`src/rtl/uart_pkg.sv`:
```
// Shared types for the parametrised UART transmitter: FSM states and parity modes.
package uart_pkg;

  typedef enum logic [2:0] {
    IDLE   = 3'd0,
    START  = 3'd1,
    DATA   = 3'd2,
    PARITY = 3'd3,
    STOP   = 3'd4
  } tx_state_t;

  localparam logic [1:0] PAR_NONE = 2'b00;
  localparam logic [1:0] PAR_ODD  = 2'b01;
  localparam logic [1:0] PAR_EVEN = 2'b10;
  localparam logic [1:0] PAR_MARK = 2'b11;

  // red_xor is the XOR-reduction of the data word.
  function automatic logic parity_bit(input logic [1:0] mode, input logic red_xor);
    case (mode)
      PAR_ODD:  return ~red_xor;
      PAR_EVEN: return red_xor;
      default:  return 1'b1;
    endcase
  endfunction

endpackage

```
`src/rtl/uart_tx_param_if.sv`:
```
// Input word stream of the UART transmitter.
// A word moves on a clk edge where s_valid && s_ready; s_valid may stay high while s_ready is low.
interface uart_tx_param_if #(
  parameter int DATA_W = 8
) ();
  logic              s_valid;
  logic              s_ready;
  logic [DATA_W-1:0] s_data;

  modport master (output s_valid, output s_data, input s_ready);
  modport slave  (input s_valid, input s_data, output s_ready);
endinterface

```
`src/rtl/uart_tx_fifo.sv`:
```
// Show-ahead synchronous FIFO; pointers carry one extra wrap bit to tell full from empty.
module uart_tx_fifo #(
  parameter int W     = 8,
  parameter int DEPTH = 8
) (
  input  logic         clk,
  input  logic         rst_n,
  input  logic         push_i,
  input  logic [W-1:0] wdata_i,
  input  logic         pop_i,
  output logic [W-1:0] rdata_o,
  output logic         full_o,
  output logic         empty_o
);
  localparam int AW = $clog2(DEPTH);

  logic [W-1:0] mem_q [DEPTH];
  logic [AW:0]  wr_ptr_q, rd_ptr_q;
  logic         wr_en, rd_en;

  assign empty_o = (wr_ptr_q == rd_ptr_q);
  assign full_o  = (wr_ptr_q[AW] != rd_ptr_q[AW]) &&
                   (wr_ptr_q[AW-1:0] == rd_ptr_q[AW-1:0]);
  assign rdata_o = mem_q[rd_ptr_q[AW-1:0]];
  // A pop frees a slot in the same cycle, so a full FIFO may push and pop together.
  assign wr_en   = push_i && (!full_o || pop_i);
  assign rd_en   = pop_i && !empty_o;

  always_ff @(posedge clk or negedge rst_n) begin
    if (!rst_n) begin
      wr_ptr_q <= '0;
      rd_ptr_q <= '0;
    end else begin
      if (wr_en) wr_ptr_q <= wr_ptr_q + 1'b1;
      if (rd_en) rd_ptr_q <= rd_ptr_q + 1'b1;
    end
  end

  always_ff @(posedge clk) begin
    if (wr_en) mem_q[wr_ptr_q[AW-1:0]] <= wdata_i;
  end

endmodule

```
`src/rtl/uart_tx_param.sv`:
```
// Parametrised UART transmitter: baud enable, frame FSM and parity on one clock.
// Define UART_TX_FIFO_EN to put a FIFO_DEPTH-entry FIFO in front of the frame FSM.
module uart_tx_param
  import uart_pkg::*;
#(
  parameter int DATA_W     = 8,
  parameter int DIV_W      = 16,
  parameter int FIFO_DEPTH = 8
) (
  input  logic             clk,
  input  logic             rst_n,
  uart_tx_param_if.slave   s,
  input  logic [1:0]       parity_type,
  input  logic             stop2,
  input  logic [DIV_W-1:0] baud_div,
  output logic             data_tx,
  output logic             active_flag,
  output logic             done_flag,
  output tx_state_t        dbg_state
);
  localparam int IDX_W = 4;

  tx_state_t         state_q, state_d;
  logic [DIV_W-1:0]  bit_cnt_q, bit_cnt_d, div_q, div_d;
  logic [IDX_W-1:0]  bit_idx_q, bit_idx_d;
  logic [DATA_W-1:0] shreg_q, shreg_d;
  logic [1:0]        par_q, par_d;
  logic              stop2_q, stop2_d, par_bit_q, par_bit_d;
  logic              tx_q, active_q, done_q;
  logic              bit_tick, last_stop, take, line;
  logic [DATA_W-1:0] word;

  assign bit_tick  = (bit_cnt_q == div_q);
  assign last_stop = (state_q == STOP) && bit_tick &&
                     (bit_idx_q == {{(IDX_W-1){1'b0}}, stop2_q});

`ifdef UART_TX_FIFO_EN
  logic fifo_full, fifo_empty;

  uart_tx_fifo #(.W(DATA_W), .DEPTH(FIFO_DEPTH)) u_fifo (
    .clk     (clk),
    .rst_n   (rst_n),
    .push_i  (s.s_valid && !fifo_full),
    .wdata_i (s.s_data),
    .pop_i   (take),
    .rdata_o (word),
    .full_o  (fifo_full),
    .empty_o (fifo_empty)
  );

  assign s.s_ready = !fifo_full;
  assign take      = ((state_q == IDLE) || last_stop) && !fifo_empty;
`else
  // The shift register doubles as the holding register, so a word is only taken when it can start.
  assign s.s_ready = (state_q == IDLE) || last_stop;
  assign take      = s.s_valid && s.s_ready;
  assign word      = s.s_data;
`endif

  always_comb begin
    state_d   = state_q;
    bit_cnt_d = bit_cnt_q;
    bit_idx_d = bit_idx_q;
    shreg_d   = shreg_q;
    par_d     = par_q;
    stop2_d   = stop2_q;
    div_d     = div_q;
    par_bit_d = par_bit_q;
    line      = 1'b1;

    case (state_q)
      START:   line = 1'b0;
      DATA:    line = shreg_q[0];
      PARITY:  line = par_bit_q;
      default: line = 1'b1;
    endcase

    if (state_q != IDLE) bit_cnt_d = bit_tick ? '0 : bit_cnt_q + 1'b1;

    if (bit_tick) begin
      case (state_q)
        START: begin
          state_d   = DATA;
          bit_idx_d = '0;
        end
        DATA: begin
          shreg_d = shreg_q >> 1;
          if (bit_idx_q == IDX_W'(DATA_W - 1)) begin
            state_d   = (par_q == PAR_NONE) ? STOP : PARITY;
            bit_idx_d = '0;
          end else begin
            bit_idx_d = bit_idx_q + 1'b1;
          end
        end
        PARITY: begin
          state_d   = STOP;
          bit_idx_d = '0;
        end
        STOP: begin
          if (last_stop) state_d = IDLE;
          else           bit_idx_d = bit_idx_q + 1'b1;
        end
        default: ;
      endcase
    end

    // Configuration is frozen per frame at the moment the word is taken.
    if (take) begin
      state_d   = START;
      bit_cnt_d = '0;
      bit_idx_d = '0;
      shreg_d   = word;
      par_d     = parity_type;
      stop2_d   = stop2;
      div_d     = baud_div;
      par_bit_d = parity_bit(parity_type, ^word);
    end
  end

  always_ff @(posedge clk or negedge rst_n) begin
    if (!rst_n) begin
      state_q   <= IDLE;
      bit_cnt_q <= '0;
      bit_idx_q <= '0;
      shreg_q   <= '0;
      par_q     <= PAR_NONE;
      stop2_q   <= 1'b0;
      div_q     <= '0;
      par_bit_q <= 1'b0;
      tx_q      <= 1'b1;
      active_q  <= 1'b0;
      done_q    <= 1'b0;
    end else begin
      state_q   <= state_d;
      bit_cnt_q <= bit_cnt_d;
      bit_idx_q <= bit_idx_d;
      shreg_q   <= shreg_d;
      par_q     <= par_d;
      stop2_q   <= stop2_d;
      div_q     <= div_d;
      par_bit_q <= par_bit_d;
      // Outputs are registered one cycle behind the FSM so the line is glitch-free.
      tx_q      <= line;
      active_q  <= (state_q != IDLE);
      done_q    <= last_stop;
    end
  end

  assign data_tx     = tx_q;
  assign active_flag = active_q;
  assign done_flag   = done_q;
  assign dbg_state   = state_q;

endmodule

```
`src/flat_wrapper.sv`:
```
// flat-port wrapper written by rule: the top's interface ports become plain ports
module uart_tx_param_flat import uart_pkg::*;
#(
  parameter int DATA_W     = 8,
  parameter int DIV_W      = 16,
  parameter int FIFO_DEPTH = 8
)
  (clk, rst_n, parity_type, stop2, baud_div, data_tx, active_flag, done_flag, dbg_state, s_s_valid, s_s_data, s_s_ready);
  uart_tx_param_if #(.DATA_W(DATA_W)) s_i ();
  input  logic clk;
  input  logic rst_n;
  input  logic [1:0] parity_type;
  input  logic stop2;
  input  logic [DIV_W-1:0] baud_div;
  output logic data_tx;
  output logic active_flag;
  output logic done_flag;
  output tx_state_t dbg_state;
  input wire logic [$bits(s_i.s_valid)-1:0] s_s_valid;
  input wire logic [$bits(s_i.s_data)-1:0] s_s_data;
  output wire logic [$bits(s_i.s_ready)-1:0] s_s_ready;
  assign s_i.s_valid = s_s_valid;
  assign s_i.s_data = s_s_data;
  assign s_s_ready = s_i.s_ready;
  uart_tx_param #(.DATA_W(DATA_W), .DIV_W(DIV_W), .FIFO_DEPTH(FIFO_DEPTH)) u_core (.clk(clk), .rst_n(rst_n), .s(s_i), .parity_type(parity_type), .stop2(stop2), .baud_div(baud_div), .data_tx(data_tx), .active_flag(active_flag), .done_flag(done_flag), .dbg_state(dbg_state));
endmodule
```
`config.mk`:
```
export PLATFORM = sky130hd
export DESIGN_NAME = uart_tx_param_flat
export DESIGN_NICKNAME = d
export VERILOG_FILES = /design/src/rtl/uart_pkg.sv /design/src/rtl/uart_tx_param_if.sv /design/src/rtl/uart_tx_fifo.sv /design/src/rtl/uart_tx_param.sv /design/src/flat_wrapper.sv
export SDC_FILE = /design/constraint.sdc
export NUM_CORES = 1
export LEC_CHECK = 0
export ABC_AREA = 0
export BUFFER_PORTS_ARGS = -buffer_cell sky130_fd_sc_hd__buf_2
export CORE_MARGIN = 2
export CORE_UTILIZATION = 30
export CTS_CLUSTER_SIZE = 28
export DETAILED_ROUTE_END_ITERATION = 8
export PLACE_DENSITY = 0.43
export RECOVER_POWER = 100
export SLEW_MARGIN = 15
export SYNTH_ARGS = -nofsm -noshare
export SYNTH_HDL_FRONTEND = slang
export SYNTH_SLANG_ARGS = --single-unit
```
`constraint.sdc`:
```
create_clock -name clk -period 2.5 [get_ports clk]
set_input_delay 0.375 -clock clk [delete_from_list [all_inputs] [get_ports clk]]
set_output_delay 0.375 -clock clk [all_outputs]
set_load 0.005 [all_outputs]
```
==> reports/metrics.cfg, run 1 <==
[status]
outcome=completed

[drt]
dr.first_iter.drc_count=61
antenna_left=0
drc=0
wl_per_cell_um=13.8
via_count=2063
via_per_inst=4.67
firstDrtPassIters=4
wl_um=6120

[timing]
finalCriticalPeriod_ns=2.35
slew_violations=0
tightestPinTransition_ns=1.27
setup_tns_ns=0
setup_viol=0
hold_viol=0
slew_headroom_pct=15.2
finalCritPeriodShare_pct=93.9
rsz0062_at_grt=false
clock_skew_ns=0.00393
max_freq_mhz=426

[final_layout]
mostFrequentLayoutCells=dfrtp_1 (53), buf_2 (32), xnor2_1 (24)
layout-drive-gt1-share_pct=25.2
layout.nets=346
layout_commonest_cell=dfrtp_1
area_growth_pct=17.1
n_antenna_cell=0

[power]
combPwrFrac_pct=39.8
irDropWorstVdd_uv=425
power.switching_mw=1.19
clkPwrFrac_pct=17.6
p_int_mw=2.18
powerDensity_nw_per_um2=1000
p_seq_share_pct=42.6
power_mw=3.38
p_leak_nw=1.47
swShare_pct=35.3

[clock_tree]
root_buffer=clkbuf_8
numCtsBuffers=5
cts_hold_buf=0
cts_buffer_depth=2
post_cts_resized=0
clk_latency_ns=0.31
path_clk_slew_ns=0.10
postCtsSetupBuffers=0
cts_tree=done
h-tree-depth=2
numClockSinks=54

[setup_path]
end_kind=output pin
critical_path.max_fanout=15
r2r_slack_ns=0.23
rr_endpoint=u_core.dbg_state[0]$_DFFE_PN0P_
worstSetupEndpoint=s_s_ready
r2r_start=u_core.bit_cnt_q[0]$_DFFE_PN0P_
worstRegToRegCells=7
crit_start=u_core.bit_cnt_q[0]$_DFFE_PN0P_
start_kind=register
required_ns=2.12
cp.arrival_ns=1.97
critical_path_class=reg2out

[synth]
synth_top_area_share_pct=46.1
yosys.area.top_type=dfrtp_1
netlist_area_um2=2880
ys_top_cells_by_area=dfrtp_1 (46%), mux2_2 (9.0%), xnor2_1 (7.3%)
synth_nets=298
syn_area_per_cell_um2=10.9
yosysSeqAreaShare_pct=47.0
synth.ff_latch_count=54
synth_cell_types=48
yosys_warnings=0
synthArstFlopShare_pct=100
synth-edff-count=0
synthFlopType=dfrtp_1
syn_inst=264

[global_route]
grt-ovfl-total=0
grt-busiest-layer=met2
grtUsageMet2_pct=19.4
gr-usage-all-layers_pct=12.9
antenna_found_initial=0
grt_pass1_vias=2106
grt_max_degree=33
grtUsageMet3_pct=2.94
grt_pass1_wl_um=10500
use_met1_pct=18.6

[floorplanning]
core_um2=9280
fp.dieH_um=102
start_util_pct=31.0
die_x_um=102
num_rows=35
dieArea_um2=10400
io_pins=37

[job]
drv_cap=0

[placed_design]
gp_congestion=0.725
dp_hpwl_um=4500
io_buffers=36

[min_path]
hold_depth=2
min_path_type=in2reg

## state kept, by name, indices dropped and copies added, names as in the netlist
register / count
u_core.active_flag: 1
u_core.bit_cnt_q: 16
u_core.bit_idx_q: 4
u_core.data_tx: 1
u_core.dbg_state: 3
u_core.div_q: 16
u_core.done_flag: 1
u_core.par_bit_q: 1
u_core.par_q: 2
u_core.shreg_q: 8
u_core.stop2_q: 1
## per-stage QoR
| step | hold WS (ns) | worst slack [ns] | util [%] | instance area (um2) | instances |
|---|---|---|---|---|---|
| floorplan | 0.0794 | 0.372 | - | 2880 | 264 |
| global placement | 0.402 | 0.196 | 35.5 | 3300 | 434 |
| detailed placement | 0.403 | 0.218 | 35.5 | 3300 | 434 |
| CTS | 0.0623 | 0.120 | 36.7 | 3400 | 442 |
| global route | 0.263 | 0.00877 | 36.3 | 3370 | 442 |
| finish | 0.271 | 0.153 | 36.3 | 3370 | 442 |
## cells by family after synthesis
group                      after synthesis  synth area share [%]
DFF                                     54                  47.0
xor gates and xnor gates                33                  10.0
adders and majority gates                4                  1.74
buffers and inverters                   18                  3.05
and+or+nand+nor                         83                  15.3
AOI/OAI and AO/OA                       36                  8.87
muxes                                   36                  14.0
## synth_stat cells (3+ instances only)
cell	number
o21ai_0	10
mux2_1	11
nand3_1	7
dfrtp_1	53
a31oi_1	3
xnor2_1	24
nand4_1	7
ha_1	4
o31ai_1	3
nor2_1	22
inv_1	8
mux2_2	23
a21oi_1	6
nor2b_1	4
nor3_1	6
xor2_1	9
nand2_1	18
and3_1	4
buf_2	4
## routing by layer
layer	vias up	part of all wire, %
met2	30	46
met3	4	3.3
met1	1004	50
met4	0	1.1
li1	1025	-
met5	-	0
## critical path: stages (launching register included)
cell and delay (ns):
dfrtp_1 0.45, xnor2_1 0.18, nand4_1 0.17, nor4_4 0.35, buf_12 0.18, a31o_4 0.18, buf_2 0.15
## worst min-delay path by stage
| stage | from | to | slack (ns) |
|---|---|---|---|
| 2_1_floorplan | rst_n | u_core.active_flag$_DFF_PN0_ | 0.08 |
| 3_3_place_gp | rst_n | u_core.div_q[2]$_DFFE_PN0N_ | 0.40 |
| 3_5_place_dp | rst_n | u_core.div_q[2]$_DFFE_PN0N_ | 0.40 |
| 4_1_cts | rst_n | u_core.div_q[2]$_DFFE_PN0N_ | 0.06 |
| 5_1_grt | baud_div[9] | u_core.div_q[9]$_DFFE_PN0N_ | 0.26 |
| 6_report | stop2 | u_core.stop2_q$_DFFE_PN0N_ | 0.27 |
## power by group through the flow
| stage | clock (mW) | combinational, mW | sequential, mW |
|---|---|---|---|
| finish | 0.594 | 1.34 | 1.44 |
| global placement | 0 | 1.38 | 1.47 |
| CTS | 0.619 | 1.40 | 1.45 |
| floorplan | 0 | 1.05 | 1.40 |
| global route | 0.655 | 1.51 | 1.49 |
| detailed placement | 0 | 1.39 | 1.47 |
## final cells by class
class	instances	area (um2)
fill	983	5910
multi-input combinational	192	1440
sequential	54	1350
timing repair buffer	51	283
tap	129	161
clock buffer	7	76.3
clock inverter	1	30.0
inverter	8	30.0
Note: power is estimated with default switching activity, not from simulation.
==> inputs of run 2 (changes only) <==
Settings changed: CORE_UTILIZATION 30 to 45, PLACE_DENSITY 0.43 to 0.61.
==> run 2 against run 1 <==
Global-route usage up 4.7 points. Utilization up 16 points. Power down 2.7%. Die area down 32%. Final cell count down 13%. Worst setup slack worse by 0.017 ns. Hold slack worse by 0.0083 ns. Sequential cell count unchanged. Fmax down 0.70%. Sequential power up 3%. Clock power down 13%.
==> reports/metrics.cfg, run 2 (synthesis results as in run 1) <==
[timing]
slew_headroom_pct=29.2  ; +14 points
slew_violations=0  ; unchanged
max_freq_mhz=423  ; -0.70%
finalCritPeriodShare_pct=94.5  ; +0.66 points
tightestPinTransition_ns=1.06  ; -0.210 ns
clock_skew_ns=0.00748  ; +0.00355 ns
setup_tns_ns=0  ; unchanged
setup_viol=0  ; unchanged
hold_viol=0  ; unchanged
setup_ws_ns=0.137  ; -0.0165 ns
finalCriticalPeriod_ns=2.36  ; +0.0165 ns
rsz0062_at_grt=false

[drt]
wl_um=5700  ; -6.9%
via_count=2063  ; unchanged
drc=0  ; unchanged
antenna_left=0  ; unchanged
dr.first_iter.drc_count=97  ; +59%
firstDrtPassIters=4  ; unchanged
wl_per_cell_um=14.8  ; +6.6%
via_per_inst=5.34  ; +15%

[power]
p_int_mw=2.09  ; -4.1%
clkPwrFrac_pct=15.8  ; -1.8 points
irDropWorstVdd_uv=521  ; +23%
swShare_pct=36.2  ; +0.92 points
p_seq_share_pct=45.2  ; +2.6 points
power.switching_mw=1.19  ; -0.14%
powerDensity_nw_per_um2=1010  ; +0.56%
p_leak_nw=1.43  ; -2.5%
combPwrFrac_pct=39.0  ; -0.8 points
power_mw=3.29  ; -2.7%

[global_route]
grt_max_degree=34  ; +3.0%
grt_pass1_vias=2011  ; -4.5%
gr-usage-all-layers_pct=17.6  ; +4.7 points
antenna_found_initial=0  ; unchanged
grt_pass1_wl_um=9920  ; -5.5%
grt-ovfl-total=0  ; unchanged

[clock_tree]
root_buffer=clkbuf_8
cts_hold_buf=1  ; +1
numClockSinks=54  ; unchanged
cts_buffer_depth=2  ; unchanged
h-tree-depth=2  ; unchanged
post_cts_resized=0  ; unchanged
clk_latency_ns=0.31  ; about the same
postCtsSetupBuffers=0  ; unchanged
path_clk_slew_ns=0.10  ; about the same
numCtsBuffers=5  ; unchanged
cts_tree=done

[setup_path]
cp.arrival_ns=1.99  ; +0.02 ns
start_kind=register
end_kind=output pin
worstRegToRegCells=7  ; unchanged
critical_path_class=reg2out
r2r_slack_ns=0.22  ; about the same
required_ns=2.12  ; about the same
critical_path.max_fanout=15  ; unchanged

[floorplanning]
dieArea_um2=7050  ; -32%
fp.dieH_um=84.0  ; -18%
core_um2=6280  ; -32%
io_pins=37  ; unchanged
start_util_pct=45.8  ; +15 points
die_x_um=84.0  ; -18%
num_rows=29  ; -17%

[min_path]
min_path_type=in2reg
hold_depth=2  ; unchanged

[final_layout]
final_cells=386  ; -13%
biggestRegsByFlops=u_core.bit_cnt_q (16), u_core.div_q (16), u_core.shreg_q (8)
layout-drive-gt1-share_pct=23.9  ; -1.3 points
layout.nets=342  ; -1.2%
n_antenna_cell=0  ; unchanged
mostFrequentLayoutCells=dfrtp_1 (53), buf_2 (31), xnor2_1 (24)
layout_commonest_cell=dfrtp_1
area_growth_pct=13.4

[placed_design]
dp_hpwl_um=4110  ; -8.6%
pre_cts_ws_ns=0.236  ; +0.0178 ns
gp_congestion=0.817  ; +13%
placed_cells=377  ; -13%
io_buffers=36  ; unchanged

[status]
outcome=completed

[job]
drv_cap=0  ; unchanged

-- run 2: cell count changes in the layout (fill, tap and decap cells not counted), sizes merged --
cell	change
clkinvlp	+1
clkbuf	+1
buf	-7
dlygate4sd3	+1
bufinv	-1
clkinv	+1
-- run 2: final cells by class --
class                      instances  area, um2
clock inverter                     2       12.5
sequential                        54       1350
multi-input combinational        192       1440
timing repair buffer              47        250
fill                             582       3020
clock buffer                       6       82.6
tap                               77       96.3
inverter                           8       30.0
-- run 2: worst paths after layout --
| check | startpoint | to |
|---|---|---|
| max | u_core.bit_cnt_q[10]$_DFFE_PN0P_ | s_s_ready |
| max reg2reg | u_core.bit_cnt_q[10]$_DFFE_PN0P_ | u_core.div_q[13]$_DFFE_PN0N_ |
| max in group asynchronous | rst_n | u_core.bit_idx_q[1]$_DFFE_PN0P_ |
| min reg2reg | u_core.stop2_q$_DFFE_PN0N_ | u_core.stop2_q$_DFFE_PN0N_ |
| min | baud_div[9] | u_core.div_q[9]$_DFFE_PN0N_ |
| min in group asynchronous | rst_n | u_core.div_q[12]$_DFFE_PN0N_ |
-- run 2: per-layer routing --
metal | up-vias | GRT usage [%] | share of wire [%]
met5 | - | 0 | 0
met4 | 0 | 5.28 | 1.4
met3 | 6 | 3.17 | 3.7
met2 | 48 | 25.7 | 44
met1 | 985 | 26.6 | 51
li1 | 1024 | - | -
-- run 2: per-stage QoR --
step	utilization, %	hold slack, ns	area [um2]
floorplan	-	0.0794	2880
global placement	50.7	0.175	3180
detailed placement	50.7	0.176	3180
CTS	52.4	0.259	3290
global route	51.9	0.256	3260
finish	51.9	0.262	3260
-- run 2: power groups by stage --
stage	Clock [mW]	Sequential (mW)	Combinational (mW)
after floorplan	0	1.40	1.05
after global placement	0	1.49	1.29
after detailed placement	0	1.50	1.31
after CTS	0.536	1.49	1.33
after global routing	0.572	1.53	1.44
final	0.519	1.49	1.28
-- run 2: worst max-delay path: stages (launching register included) --
cell and delay (ns):
dfrtp_1 0.47, xnor2_1 0.17, nand4_1 0.17, nor4_4 0.35, buf_12 0.18, a31o_4 0.19, clkbuf_1 0.14
==> inputs of run 3 (changes only) <==
Settings changed: ABC_AREA 0 to 1, PLACE_DENSITY 0.61 to 0.6.
==> run 3 against run 2 <==
Highest routed layer unchanged. Sequential power fell by 33%. Die area rose by 6.6%. Clock-buffer cell count rose by 1. Routed wire length rose by 14%. Final cell count rose by 45%. Sequential cell count did not move. Area after synthesis rose by 6.9%. Critical path depth rose by 2. Critical endpoint unchanged. Largest cell class unchanged. Global-route usage rose by 1.4 points. Clock power fell by 11%. Non-clock buffer count fell by 5.
==> reports/metrics.cfg, run 3 <==
[timing]
tightestPinTransition_ns=0.931  ; -0.131 ns
rsz0062_at_grt=false
max_freq_mhz=442  ; +4.4%
setup_viol=0  ; unchanged
setup_tns_ns=0  ; unchanged
slew_violations=0  ; unchanged
slew_headroom_pct=37.9  ; +8.7 points
clock_skew_ns=0.00657  ; -0.000912 ns
finalCriticalPeriod_ns=2.26  ; -0.101 ns
hold_viol=0  ; unchanged
finalCritPeriodShare_pct=90.5  ; -4.0 points

[min_path]
hp-start=baud_div[6]
holdPathEnd=u_core.div_q[6]$_DFFE_PN0N_
hold_depth=3  ; +1
min_path_type=in2reg

[clock_tree]
h-tree-depth=2  ; unchanged
numCtsBuffers=5  ; unchanged
path_clk_slew_ns=0.09  ; about the same
clk_latency_ns=0.30  ; about the same
postCtsSetupBuffers=0  ; unchanged
post_cts_resized=0  ; unchanged
root_buffer=clkbuf_8
numClockSinks=54  ; unchanged
cts_buffer_depth=2  ; unchanged
cts_tree=done
cts_hold_buf=1  ; unchanged

[final_layout]
mostFrequentLayoutCells=nand2_1 (146), inv_1 (62), nor2_1 (59)
layout_commonest_cell=nand2_1
layout.nets=513  ; +50%
layout-drive-gt1-share_pct=11.5  ; -12 points
area_growth_pct=11.2
ff_latch_area_um2=1350  ; unchanged
fin_util_pct=50.9  ; -1.0 points
final_cells=559  ; +45%
multiInputGateArea_um2=1430  ; -0.52%
biggestRegsByFlops=u_core.bit_cnt_q (16), u_core.div_q (16), u_core.shreg_q (8)
n_fill_cell=699  ; +20%
n_antenna_cell=0  ; unchanged

[drt]
via_count=2696  ; +31%
wl_um=6500  ; +14%
via_per_inst=4.82  ; -9.8%
drc=0  ; unchanged
dr.first_iter.drc_count=137  ; +41%
wl_per_cell_um=11.6  ; -21%
firstDrtPassIters=4  ; unchanged
antenna_left=0  ; unchanged

[global_route]
grt_pass1_wl_um=11300  ; +14%
grt_max_degree=28  ; -18%
grt_pass1_vias=2548  ; +27%
gr-usage-all-layers_pct=19.0  ; +1.4 points
antenna_found_initial=0  ; unchanged
grt-ovfl-total=0  ; unchanged

[synth]
synth_top_area_share_pct=43.1  ; -3.0 points
synth.ff_latch_count=54  ; unchanged
synth_nets=471  ; +58%
syn_inst=437  ; +66%
yosysSeqAreaShare_pct=44.0  ; -3.0 points
yosys_warnings=0  ; unchanged
syn_area_per_cell_um2=7.04  ; -35%
yosys.area.top_type=dfrtp_1
ys_top_cells_by_area=dfrtp_1 (43%), nand2_1 (18%), inv_1 (7.6%)
synth_cell_types=25  ; -48%
synthArstFlopShare_pct=100  ; unchanged
synth-edff-count=0  ; unchanged
synthFlopType=dfrtp_1
ys_top_cells_by_count=nand2_1 (146), inv_1 (62), nor2_1 (59)
synth.most_common_cell=nand2_1
netlist_area_um2=3080  ; +6.9%

[status]
outcome=completed

[setup_path]
critical_path_class=reg2out
crit_chain=inv_1 -> nand2_1 -> inv_1 -> nand2_1 -> nor2_1 -> nand3_1 -> nand2_2 -> buf_2
cp.arrival_ns=1.89  ; -0.10 ns
r2r_start=u_core.dbg_state[0]$_DFFE_PN0P_
end_kind=output pin
required_ns=2.12  ; about the same
worstRegToRegCells=11  ; +4
critical_path.max_fanout=7  ; -8
rr_endpoint=u_core.shreg_q[0]$_DFFE_PN0P_
start_kind=register
critPathMaxStageDelay_ns=0.44  ; -0.03 ns
r2r_slack_ns=0.34  ; +0.12 ns
cp_slowest_cell=dfrtp_1

[power]
powerDensity_nw_per_um2=496  ; -51%
power.switching_uw=464  ; -61%
combPwrFrac_pct=14.0  ; -25 points
irDropWorstVdd_uv=238  ; -54%
p_leak_nw=1.87  ; +31%
clkPwrFrac_pct=27.4  ; +12 points
p_seq_share_pct=58.6  ; +13 points
p_int_mw=1.23  ; -41%
swShare_pct=27.4  ; -8.9 points

[placed_design]
placed_cells=551  ; +46%
gp_congestion=0.811  ; -0.76%
io_buffers=36  ; unchanged
dp_hpwl_um=4990  ; +21%

[floorplanning]
io_pins=37  ; unchanged
die_x_um=86.7  ; +3.2%
core_um2=6720  ; +7.0%
num_rows=30  ; +3.4%
dieArea_um2=7510  ; +6.6%
start_util_pct=45.8  ; -0.051 points
fp.dieH_um=86.7  ; +3.2%

[job]
drv_cap=0  ; unchanged

==> run 3: cell count changes after synthesis, sizes merged, moves of 11 or more <==
cell	before	now
mux2	34	0
nand2	19	149
xnor2	24	5
o21ai	10	38
inv	8	66
nand3	8	19
nor2	22	62
==> run 3: worst max-delay path: cells and delay by family (launching register included) <==
kind,cells,cell delay (ns)
DFF,1,0.44
buffers and inverters,3,0.29
and+or+nand+nor,5,0.84
==> run 3: through the flow <==
stage	hold WS, ns	worst slack (ns)	total power [mW]	cell area, um2
floorplan	0.0794	0.801	1.16	3080
finish	0.271	0.237	1.69	3420
CTS	0.265	0.328	1.72	3450
detailed placement	0.322	0.440	1.25	3360
global placement	0.325	0.420	1.25	3360
global route	0.271	0.110	1.81	3420
==> run 3: area by class of cell <==
type	instances	share of cell area, %
multi-input combinational	310	41.8
sequential	54	39.6
inverter	66	7.24
timing repair buffer	42	6.26
tap	80	2.93
clock buffer	7	2.23
==> run 3: cells by family (layout without fill, tap and decap cells) <==
family	count (synthesis)	count (layout)	share of synthesized area, %
buffers and inverters	73	115	9.15
and+or+nand+nor	241	241	32.0
adders and majority gates	4	4	1.63
AOI/OAI and AO/OA	47	47	8.10
DFF	54	54	44.0
xor gates and xnor gates	18	18	5.13
==> run 3: power groups by stage <==
| stage | sequential, mW | clock, mW | combinational (mW) |
|---|---|---|---|
| after floorplan | 0.998 | 0 | 0.164 |
| after global placement | 1.01 | 0 | 0.237 |
| after detailed placement | 1.01 | 0 | 0.240 |
| after CTS | 0.993 | 0.482 | 0.244 |
| after global routing | 1.01 | 0.520 | 0.284 |
| final | 0.994 | 0.464 | 0.236 |
==> run 3: routing by layer <==
layer | vias to the layer above | GRT usage, % | routed length, um
met5 | - | 0 | 0
met1 | 1233 | 24.8 | 3170
met2 | 47 | 32.2 | 3090
met4 | 0 | 5.40 | 38
li1 | 1414 | - | -
met3 | 2 | 3.43 | 201
==> run 3: worst max-delay path by stage <==
stage / startpoint / end / slack [ns] / cells past startpoint
floorplan: u_core.dbg_state[0]$_DFFE_PN0P_ / u_core.shreg_q[6]$_DFFE_PN0P_ / 0.80 / 11
global placement: u_core.dbg_state[0]$_DFFE_PN0P_ / u_core.shreg_q[0]$_DFFE_PN0P_ / 0.42 / 11
detailed placement: u_core.dbg_state[0]$_DFFE_PN0P_ / u_core.shreg_q[7]$_DFFE_PN0P_ / 0.44 / 10
CTS: u_core.dbg_state[0]$_DFFE_PN0P_ / s_s_ready / 0.33 / 8
global route: u_core.dbg_state[0]$_DFFE_PN0P_ / u_core.shreg_q[1]$_DFFE_PN0P_ / 0.11 / 11
finish: u_core.dbg_state[0]$_DFFE_PN0P_ / s_s_ready / 0.24 / 8
